### config.mk
export PLATFORM = sky130hd
export DESIGN_NAME = operand_chain_sel
export DESIGN_NICKNAME = d
export VERILOG_FILES = /design/src/rtl/operand_chain_pkg.sv /design/src/rtl/result_history.sv /design/src/rtl/operand_chain_sel.sv
export SDC_FILE = /design/constraint.sdc
export NUM_CORES = 1
export LEC_CHECK = 0
export ABC_AREA = 0
export BUFFER_PORTS_ARGS = -buffer_cell sky130_fd_sc_hd__buf_2
export CELL_PAD_IN_SITES_DETAIL_PLACEMENT = 1
export CELL_PAD_IN_SITES_GLOBAL_PLACEMENT = 2
export CORE_ASPECT_RATIO = 0.7
export CORE_UTILIZATION = 36
export DETAILED_ROUTE_END_ITERATION = 7
export PLACE_DENSITY = 0.89
export REMOVE_ABC_BUFFERS = 1
export SLEW_MARGIN = 20
export SYNTH_ARGS = -nofsm -noshare
export SYNTH_HDL_FRONTEND = slang
export SYNTH_SLANG_ARGS = --single-unit
### constraint.sdc
create_clock -name clk -period 2.03 [get_ports clk]
set_clock_uncertainty 0.05 [all_clocks]
set_input_delay 0.1015 -clock clk [delete_from_list [all_inputs] [get_ports clk]]
set_output_delay 0.1015 -clock clk [all_outputs]
set_load 0.02 [all_outputs]
### src/rtl/operand_chain_pkg.sv
// Shared definitions for the chained-ALU first-operand selector:
// FSM state encoding and first-operand source codes.
package operand_chain_pkg;

    // Selector FSM: no chain / issued and awaiting result / result held
    typedef enum logic [1:0] {
        ST_IDLE  = 2'd0,
        ST_WAIT  = 2'd1,
        ST_CHAIN = 2'd2
    } state_t;

    // First-operand source codes carried on src_sel (3 is reserved and behaves as A)
    typedef enum logic [1:0] {
        SRC_A    = 2'd0,
        SRC_LAST = 2'd1,
        SRC_HIST = 2'd2,
        SRC_RSVD = 2'd3
    } src_t;

endpackage

### src/rtl/result_history.sv
// Result history buffer: DEPTH x WIDTH shift register, entry 0 newest.
// The oldest entry falls off when a push arrives with the buffer full.
// flush empties the buffer logically by zeroing the valid count; stale
// data stays in place but is never reported as valid.
module result_history #(
    parameter int WIDTH = 8,
    parameter int DEPTH = 4,
    localparam int IW = $clog2(DEPTH),
    localparam int CW = $clog2(DEPTH + 1)
) (
    input  logic             clk,
    input  logic             rst,
    input  logic             flush,
    input  logic             push,
    input  logic [WIDTH-1:0] din,
    input  logic [IW-1:0]    rd_idx,
    output logic [WIDTH-1:0] rd_data,
    output logic [WIDTH-1:0] newest,
    output logic [CW-1:0]    count
);

    logic [WIDTH-1:0] mem [DEPTH];

    // Shift a new result in at entry 0; older entries move one slot down
    always_ff @(posedge clk or posedge rst) begin
        // NOTE: this buffer is tiny and its reset contents are defined as zero,
        // so it is reset like ordinary flops; a real RAM would be left unreset.
        if (rst) begin
            for (int i = 0; i < DEPTH; i++) mem[i] <= '0;
        end else if (push && !flush) begin
            mem[0] <= din;
            for (int i = 1; i < DEPTH; i++) mem[i] <= mem[i-1];
        end
    end

    // Number of valid entries; saturates at DEPTH, flush wins over push
    always_ff @(posedge clk or posedge rst) begin
        if (rst) begin
            count <= '0;
        end else if (flush) begin
            count <= '0;
        end else if (push && (count != CW'(DEPTH))) begin
            count <= count + CW'(1);
        end
    end

    assign rd_data = mem[rd_idx];
    assign newest  = mem[0];

endmodule

### src/rtl/operand_chain_sel.sv
// Registered first-operand selector for the chained ALU datapath.
// First issue of a chain takes operand A; later issues take the last result,
// an older history entry, or A again (which starts a new chain).
// Optional build macro OPERAND_SWAP_EN adds a 'swap' input that exchanges
// opnd_a/opnd_b after source selection.
module operand_chain_sel
    import operand_chain_pkg::*;
#(
    parameter int WIDTH = 8,
    parameter int DEPTH = 4,
    parameter int CNTW  = 4,
    localparam int IW = $clog2(DEPTH),
    localparam int CW = $clog2(DEPTH + 1)
) (
    input  logic             clk,
    input  logic             rst,
    input  logic             clear,
    input  logic [WIDTH-1:0] a,
    input  logic [WIDTH-1:0] b,
    input  logic [1:0]       src_sel,
    input  logic [IW-1:0]    hist_idx,
`ifdef OPERAND_SWAP_EN
    input  logic             swap,
`endif
    input  logic             op_valid,
    output logic             op_ready,
    output logic [WIDTH-1:0] opnd_a,
    output logic [WIDTH-1:0] opnd_b,
    output logic             opnd_valid,
    input  logic             res_valid,
    input  logic [WIDTH-1:0] res,
    output logic             first,
    output logic [CNTW-1:0]  chain_len,
    output logic             sel_err
);

    state_t           state;
    state_t           next_state;
    logic             ready_d;
    logic             first_d;
    logic             accept;
    logic             push;
    logic             flush;
    logic             new_chain;
    logic             sel_miss;
    logic [WIDTH-1:0] sel_a;
    logic [WIDTH-1:0] out_a;
    logic [WIDTH-1:0] out_b;
    logic [WIDTH-1:0] hist_rd;
    logic [WIDTH-1:0] hist_last;
    logic [CW-1:0]    hist_count;

    // Handshake decode; clear suppresses both issue and result capture
    always_comb begin
        accept = op_valid && !clear && ((state == ST_IDLE) || (state == ST_CHAIN));
        push   = res_valid && !clear && (state == ST_WAIT);
    end

    // First-operand source selection; anything that falls back to A starts a new chain
    always_comb begin
        // NOTE: every output gets a default before the case so no path leaves
        // a signal unassigned, which would otherwise infer a latch.
        sel_a     = a;
        new_chain = 1'b1;
        sel_miss  = 1'b0;
        if (state == ST_CHAIN) begin
            case (src_t'(src_sel))
                SRC_LAST: begin
                    sel_a     = hist_last;
                    new_chain = 1'b0;
                end
                SRC_HIST: begin
                    if (CW'(hist_idx) < hist_count) begin
                        sel_a     = hist_rd;
                        new_chain = 1'b0;
                    end else begin
                        sel_miss = 1'b1;
                    end
                end
                default: ;
            endcase
        end
    end

    assign flush = clear || (accept && new_chain);

`ifdef OPERAND_SWAP_EN
    assign out_a = swap ? b : sel_a;
    assign out_b = swap ? sel_a : b;
`else
    assign out_a = sel_a;
    assign out_b = b;
`endif

    // Next-state logic; clear returns to IDLE from any state
    always_comb begin
        next_state = state;
        if (clear) begin
            next_state = ST_IDLE;
        end else begin
            case (state)
                ST_IDLE:  if (op_valid)  next_state = ST_WAIT;
                ST_WAIT:  if (res_valid) next_state = ST_CHAIN;
                ST_CHAIN: if (op_valid)  next_state = ST_WAIT;
                default:                 next_state = ST_IDLE;
            endcase
        end
    end

    // Output decode of the upcoming state so op_ready/first come straight from flops
    always_comb begin
        ready_d = (next_state != ST_WAIT);
        first_d = (next_state == ST_IDLE);
    end

    // State register with registered, state-decoded handshake outputs
    always_ff @(posedge clk or posedge rst) begin
        // NOTE: sequential state uses non-blocking assignments so every flop
        // samples pre-edge values regardless of statement order.
        if (rst) begin
            state    <= ST_IDLE;
            op_ready <= 1'b1;
            first    <= 1'b1;
        end else begin
            state    <= next_state;
            op_ready <= ready_d;
            first    <= first_d;
        end
    end

    // Operand registers hold until the next accepted issue; pulses last one cycle
    always_ff @(posedge clk or posedge rst) begin
        if (rst) begin
            opnd_a     <= '0;
            opnd_b     <= '0;
            opnd_valid <= 1'b0;
            sel_err    <= 1'b0;
        end else begin
            opnd_valid <= accept;
            sel_err    <= accept && sel_miss;
            if (accept) begin
                opnd_a <= out_a;
                opnd_b <= out_b;
            end
        end
    end

    // Chain length: restarts with each new chain, saturates at all-ones
    always_ff @(posedge clk or posedge rst) begin
        if (rst) begin
            chain_len <= '0;
        end else if (flush) begin
            chain_len <= '0;
        end else if (push && (chain_len != {CNTW{1'b1}})) begin
            chain_len <= chain_len + CNTW'(1);
        end
    end

    result_history #(
        .WIDTH (WIDTH),
        .DEPTH (DEPTH)
    ) u_history (
        .clk     (clk),
        .rst     (rst),
        .flush   (flush),
        .push    (push),
        .din     (res),
        .rd_idx  (hist_idx),
        .rd_data (hist_rd),
        .newest  (hist_last),
        .count   (hist_count)
    );

endmodule

# Word-level counts from Yosys, hierarchy flattened

Index checks and enable logic that the tools add are counted.

Word-level logic and storage cells: 62
Bits in registers: 61

$add $sub $neg: 2
Reduce and logical (&&, ||, !) cells: 18
Magnitude comparators: 2
Muxes and demuxes: 19
Eq/ne operators: 7
Bitwise operators: 1

Operators with widths:

| kind                | number |
|---|---|
| $mux 8              | 4 |
| $bmux 8 s2          | 1 |
| $pmux 8 s2          | 1 |
| $logic_and 1x1->1   | 9 |
| $mux 4              | 2 |
| $mux 2              | 3 |
| $mux 3              | 2 |
| $add 4x1->4 const B | 1 |
| $eq 2x1->1 const B  | 2 |
| $eq 2x2->1 const B  | 2 |
| $logic_not 2->1     | 2 |
| $mux 1              | 4 |
| $ne 4x4->1 const B  | 1 |
| $pmux 2 s2          | 1 |
| $reduce_bool 2->1   | 2 |
| $add 3x1->3 const B | 1 |
| $ge 3x3->1 const B  | 1 |
| $lt 2x3->1          | 1 |
| $ne 3x3->1 const B  | 1 |
| $not 2->3           | 1 |
| $logic_not 1->1     | 2 |
| $logic_or 1x1->1    | 2 |
| $ne 2x1->1 const B  | 1 |
| $pmux 1 s2          | 1 |
| $reduce_or 2->1     | 1 |

# Logic depth before layout (Yosys ltp)

Depth in word-level cells: 8
Depth in mapped cells: 8
Mapped depth without buffers: 6

# Modules after synthesis

Synthesis repeated with hierarchy kept, for this count alone.

Cells, all modules: 241
Area total of the unflattened synthesis: 3,036.7 um^2

Modules (own cells, without submodules):

| module            | area each (um^2) | sequential area each (um^2) | cells each | instances |
|---|---|---|---|---|
| result_history    | 1,785.5          | 875.8                       | 105        | 1 |
| operand_chain_sel | 1,251.2          | 653.1                       | 136        | 1 |

# Worst setup path after synthesis

OpenSTA, ideal clock, no wires.

Kind: flip-flop to flip-flop
From: register u_history.count[1]
To: register opnd_a[0]
Setup time: 126 ps
Path buffers: 0
Arrival time: 1,613 ps
Period minus slack after synthesis: 1,789 ps
Cell stages (with the launch flop): 7
Slack: 241 ps
Cells stage by stage: dfrtp_1 > inv_1 > ha_1 > nand2b_1 > o211ai_1 > a2111oi_1 > a221o_1

Cells in the longest elaborated chain, start to end: 4

RTL lines:

| what                   | line                     | source |
|---|---|---|
| start, declared        | result_history.sv:19     | `output logic [CW-1:0] count` |
| start signal, assigned | result_history.sv:43     | `count <= count + CW'(1);` |
| $lt 2x3->1             | operand_chain_sel.sv:73  | `if (CW'(hist_idx) < hist_count) begin` |
| $mux 8                 | operand_chain_sel.sv:73  |  |
| $pmux 8 s2             | operand_chain_sel.sv:67  | `case (src_t'(src_sel))` |
| $mux 8                 | operand_chain_sel.sv:66  | `if (state == ST_CHAIN) begin` |
| end signal, assigned   | operand_chain_sel.sv:142 | `opnd_a <= out_a;` |
| end, declared          | operand_chain_sel.sv:27  | `output logic [WIDTH-1:0] opnd_a,` |

Every way passes these cells.
A chain may end at the register's enable or synchronous reset.

# Final worst setup path

From: register state[0]
To: register opnd_a[2]

Cells in the longest elaborated chain, start to end: 3
Elaborated cells on any way between the ends: 5
Those cells by class: eq/ne: 1; mux: 1; reduce/logical: 3

RTL lines:

| what                                                 | line                                             | source |
|---|---|---|
| start, declared                                      | operand_chain_sel.sv:37                          | `state_t state;` |
| start signal, assigned                               | operand_chain_sel.sv:125                         | `state <= next_state;` |
| $eq 2x2->1 / $logic_not 2->1 (equally long branches) | operand_chain_sel.sv:55, operand_chain_sel.sv:66 |  |
| $logic_or 1x1->1                                     | operand_chain_sel.sv:55                          | `accept = op_valid && !clear && ((state == ST_IDLE) \|\| (state == ST_CHAIN));` |
| $logic_and 1x1->1                                    | operand_chain_sel.sv:55                          |  |

Several ways; a longest one is shown, not always the timed one.

==> flow_metrics.tcl <==
set metrics [dict create \
    yosys_warnings 0 \
    synth_edf_count 0 \
    n_antenna_cell 0 \
    design_area_sq_um 3860 \
    die_w_um 109 \
    ys_types 36 \
    yosysMostFrequentCell "dfrtp_1" \
    nNetsFinal 375 \
    placed_area_sq_um 3320 \
    vias_per_cell 5.26 \
    globalplace.congestion 0.743 \
    core_sq_um 7510 \
    gr-usage-met2 0.301 \
    post-route-period-util 0.901 \
    hold_path_depth 2 \
    clockRootBuffer "clkbuf_16" \
    total_power_mw 3.94 \
    grt_max_degree 62 \
    setup_viol 0 \
    synth_common_cells "dfrtp_1, nand2_1, mux2_2" \
    vias 2311 \
    syn_inst 246 \
    cts.sinks 61 \
    hold_viol_final 0 \
    drive_gt1_frac 0.367 \
    synth_top_area_cell "dfrtp_1" \
    worst_pin_slew_ps 424 \
    layoutNonFillerInstCount 439 \
    cts_htree_levels 3 \
    max_slew_margin 0.717 \
    worst_ir_drop_vdd_v 0.000428 \
    firstDrtPassIters 4 \
    syn_area_sq_um 2890 \
    drv_cap 0 \
    status "complete, no violations" \
    arrival_ps 2040 \
    max_freq_mhz 547 \
    cp-start-kind "flop" \
    wirelength_um 7400 \
    ios 57 \
    avgSynthCellArea_sq_um 11.7 \
    track_usage 0.195 \
    io_buffers 56 \
    cts.clk_slew.worst_paths_ps 60 \
    row_count 26 \
    ys_top_cells_by_area "dfrtp_1, mux2_2, nand2_1" \
    wl_per_cell_um 16.9 \
    ys_seq_area_frac 0.529 \
    fin_crit_ps 1830 \
    syn_to_final_growth_pct 33.8 \
    fill_cells 835 \
    route.detailed.drc 0 \
    leakage_nw 1.82 \
    holdCritPathClass "primary input to flop" \
    antenna_found_initial 0 \
    worstSetupPathType "flop to flop" \
    synthArstFlopShare 1.00 \
    multi_input_area_sq_um 1260 \
    setup.worst_path.end_class "flop" \
    cts_buffer_depth 2 \
    power_density_nw_per_um2 1020 \
    dieArea_sq_um 8390 \
    ys.flop_type "dfrtp_1" \
    final_antenna_net_count 0 \
    met1_usage 0.252 \
    cts_buffers 9 \
    critPathMaxFanout 8 \
    insertion_delay_ps 330 \
    gr-max-usage-layer "met2" \
    rsz0062_at_grt "false" \
    die_h_um 76.9 \
    ff_latch_area_sq_um 1530 \
    overflow 0 \
    drt_iter0_markers 55 \
    drv_slew 0 \
    initial_core_util 0.384 \
    synth_top_area_frac 0.511 \
    fin_tns_setup_ps 0 \
    worstRegToRegCells 4 \
    gr-usage-met3 0.0536 \
    holdWs_ps 58.0 \
    grt_pass1_vias 2403 \
    ys_ff_latch 61 \
    cts_tree "done" \
    dp_cells 396 \
    grt_pass1_wl_um 12200 \
    crit_required_ps 2240 \
    hpwlAfterDp_um 4760 \
]
[per-layer routing]
layer  vias to the layer above  wire length (um)
li1                       1078                 -
met1                      1143              3440
met2                        68              3450
met3                        22               322
met4                         0               191
met5                         -                 0
[worst max-delay path, stage by stage (launching register included)]
cell and delay, ps:
dfrtp_1 410, nand2b_1 190, or4b_4 580, a2111oi_1 320, a221o_1 210
[sequential cells by signal, indices dropped and copies added (netlist names)]
| signal | count |
|---|---|
| state | 2 |
| first | 1 |
| opnd_a | 8 |
| chain_len | 4 |
| op_ready | 1 |
| u_history.count | 3 |
| u_history.mem | 24 |
| opnd_valid | 1 |
| u_history.newest | 8 |
| opnd_b | 8 |
| sel_err | 1 |
[metrics by stage]
stage	setup WS [ps]	utilization
final	201	0.514
after global routing	115	0.514
after CTS	84.3	0.513
after detailed placement	-110	0.441
after floorplan	22.9	-
after global placement	15.3	0.441
[cell usage in the layout, fill, tap and decap left out, types with 4 or more instances in the layout]
cell	netlist	final
dfrtp_1	59	59
buf_2	10	56
nand2_1	40	40
mux2_2	32	32
dlygate4sd3_1	0	25
buf_4	1	13
a221oi_1	10	10
and3_1	9	9
clkbuf_16	0	9
mux2i_1	8	8
a221o_1	8	8
inv_1	8	7
a2111oi_1	7	7
ha_1	6	6
nand2b_1	5	5
nand3_1	4	4
a21oi_1	4	4
nor2_1	4	4
[logic make-up (layout without fill, tap and decap cells)]
| group | after synthesis | after routing | synth area share |
|---|---|---|---|
| AO/OA/AOI/OAI | 41 | 41 | 0.127 |
| XOR/XNOR | 3 | 3 | 0.00910 |
| adder cells (fa/ha/maj) | 6 | 6 | 0.0260 |
| buffers and inverters | 24 | 119 | 0.0368 |
| flip-flops | 61 | 61 | 0.529 |
| multiplexers | 40 | 40 | 0.153 |
| AND/OR/NAND/NOR | 71 | 71 | 0.119 |
[final cells by class]
| class | count | area share |
|---|---|---|
| clock buffer | 9 | 0.0583 |
| clock inverter | 7 | 0.0133 |
| inverter | 8 | 0.00777 |
| multi-input combinational | 161 | 0.325 |
| sequential | 61 | 0.396 |
| tap | 98 | 0.0317 |
| timing repair buffer | 95 | 0.168 |
[final timing paths]
kind | start | slack [ps] | to
setup / recovery | state[0] | 200 | opnd_a[2]
hold / removal | clear | 60 | chain_len[3]
setup reg to reg | state[0] | 200 | opnd_a[2]
hold reg to reg | opnd_b[6] | 420 | opnd_b[6]
max in group asynchronous | rst | 1270 | op_ready
min in group asynchronous | rst | 310 | opnd_b[0]
[power by group]
| part | switching, mW | total [mW] | internal [mW] |
|---|---|---|---|
| clock | 0.565 | 1.39 | 0.827 |
| combinational | 0.353 | 0.770 | 0.418 |
| sequential | 0.243 | 1.77 | 1.53 |
| total | 1.16 | 3.94 | 2.78 |
[what timing repair did]
item	in CTS	in global routing
hold buffers	25	0
gates resized for setup	0	1
endpoints found under the hold margin	83	0
endpoints found under the setup margin	8	2
pin swaps	1	0
setup buffers	2	0
Power figures use the tool's default switching activity.
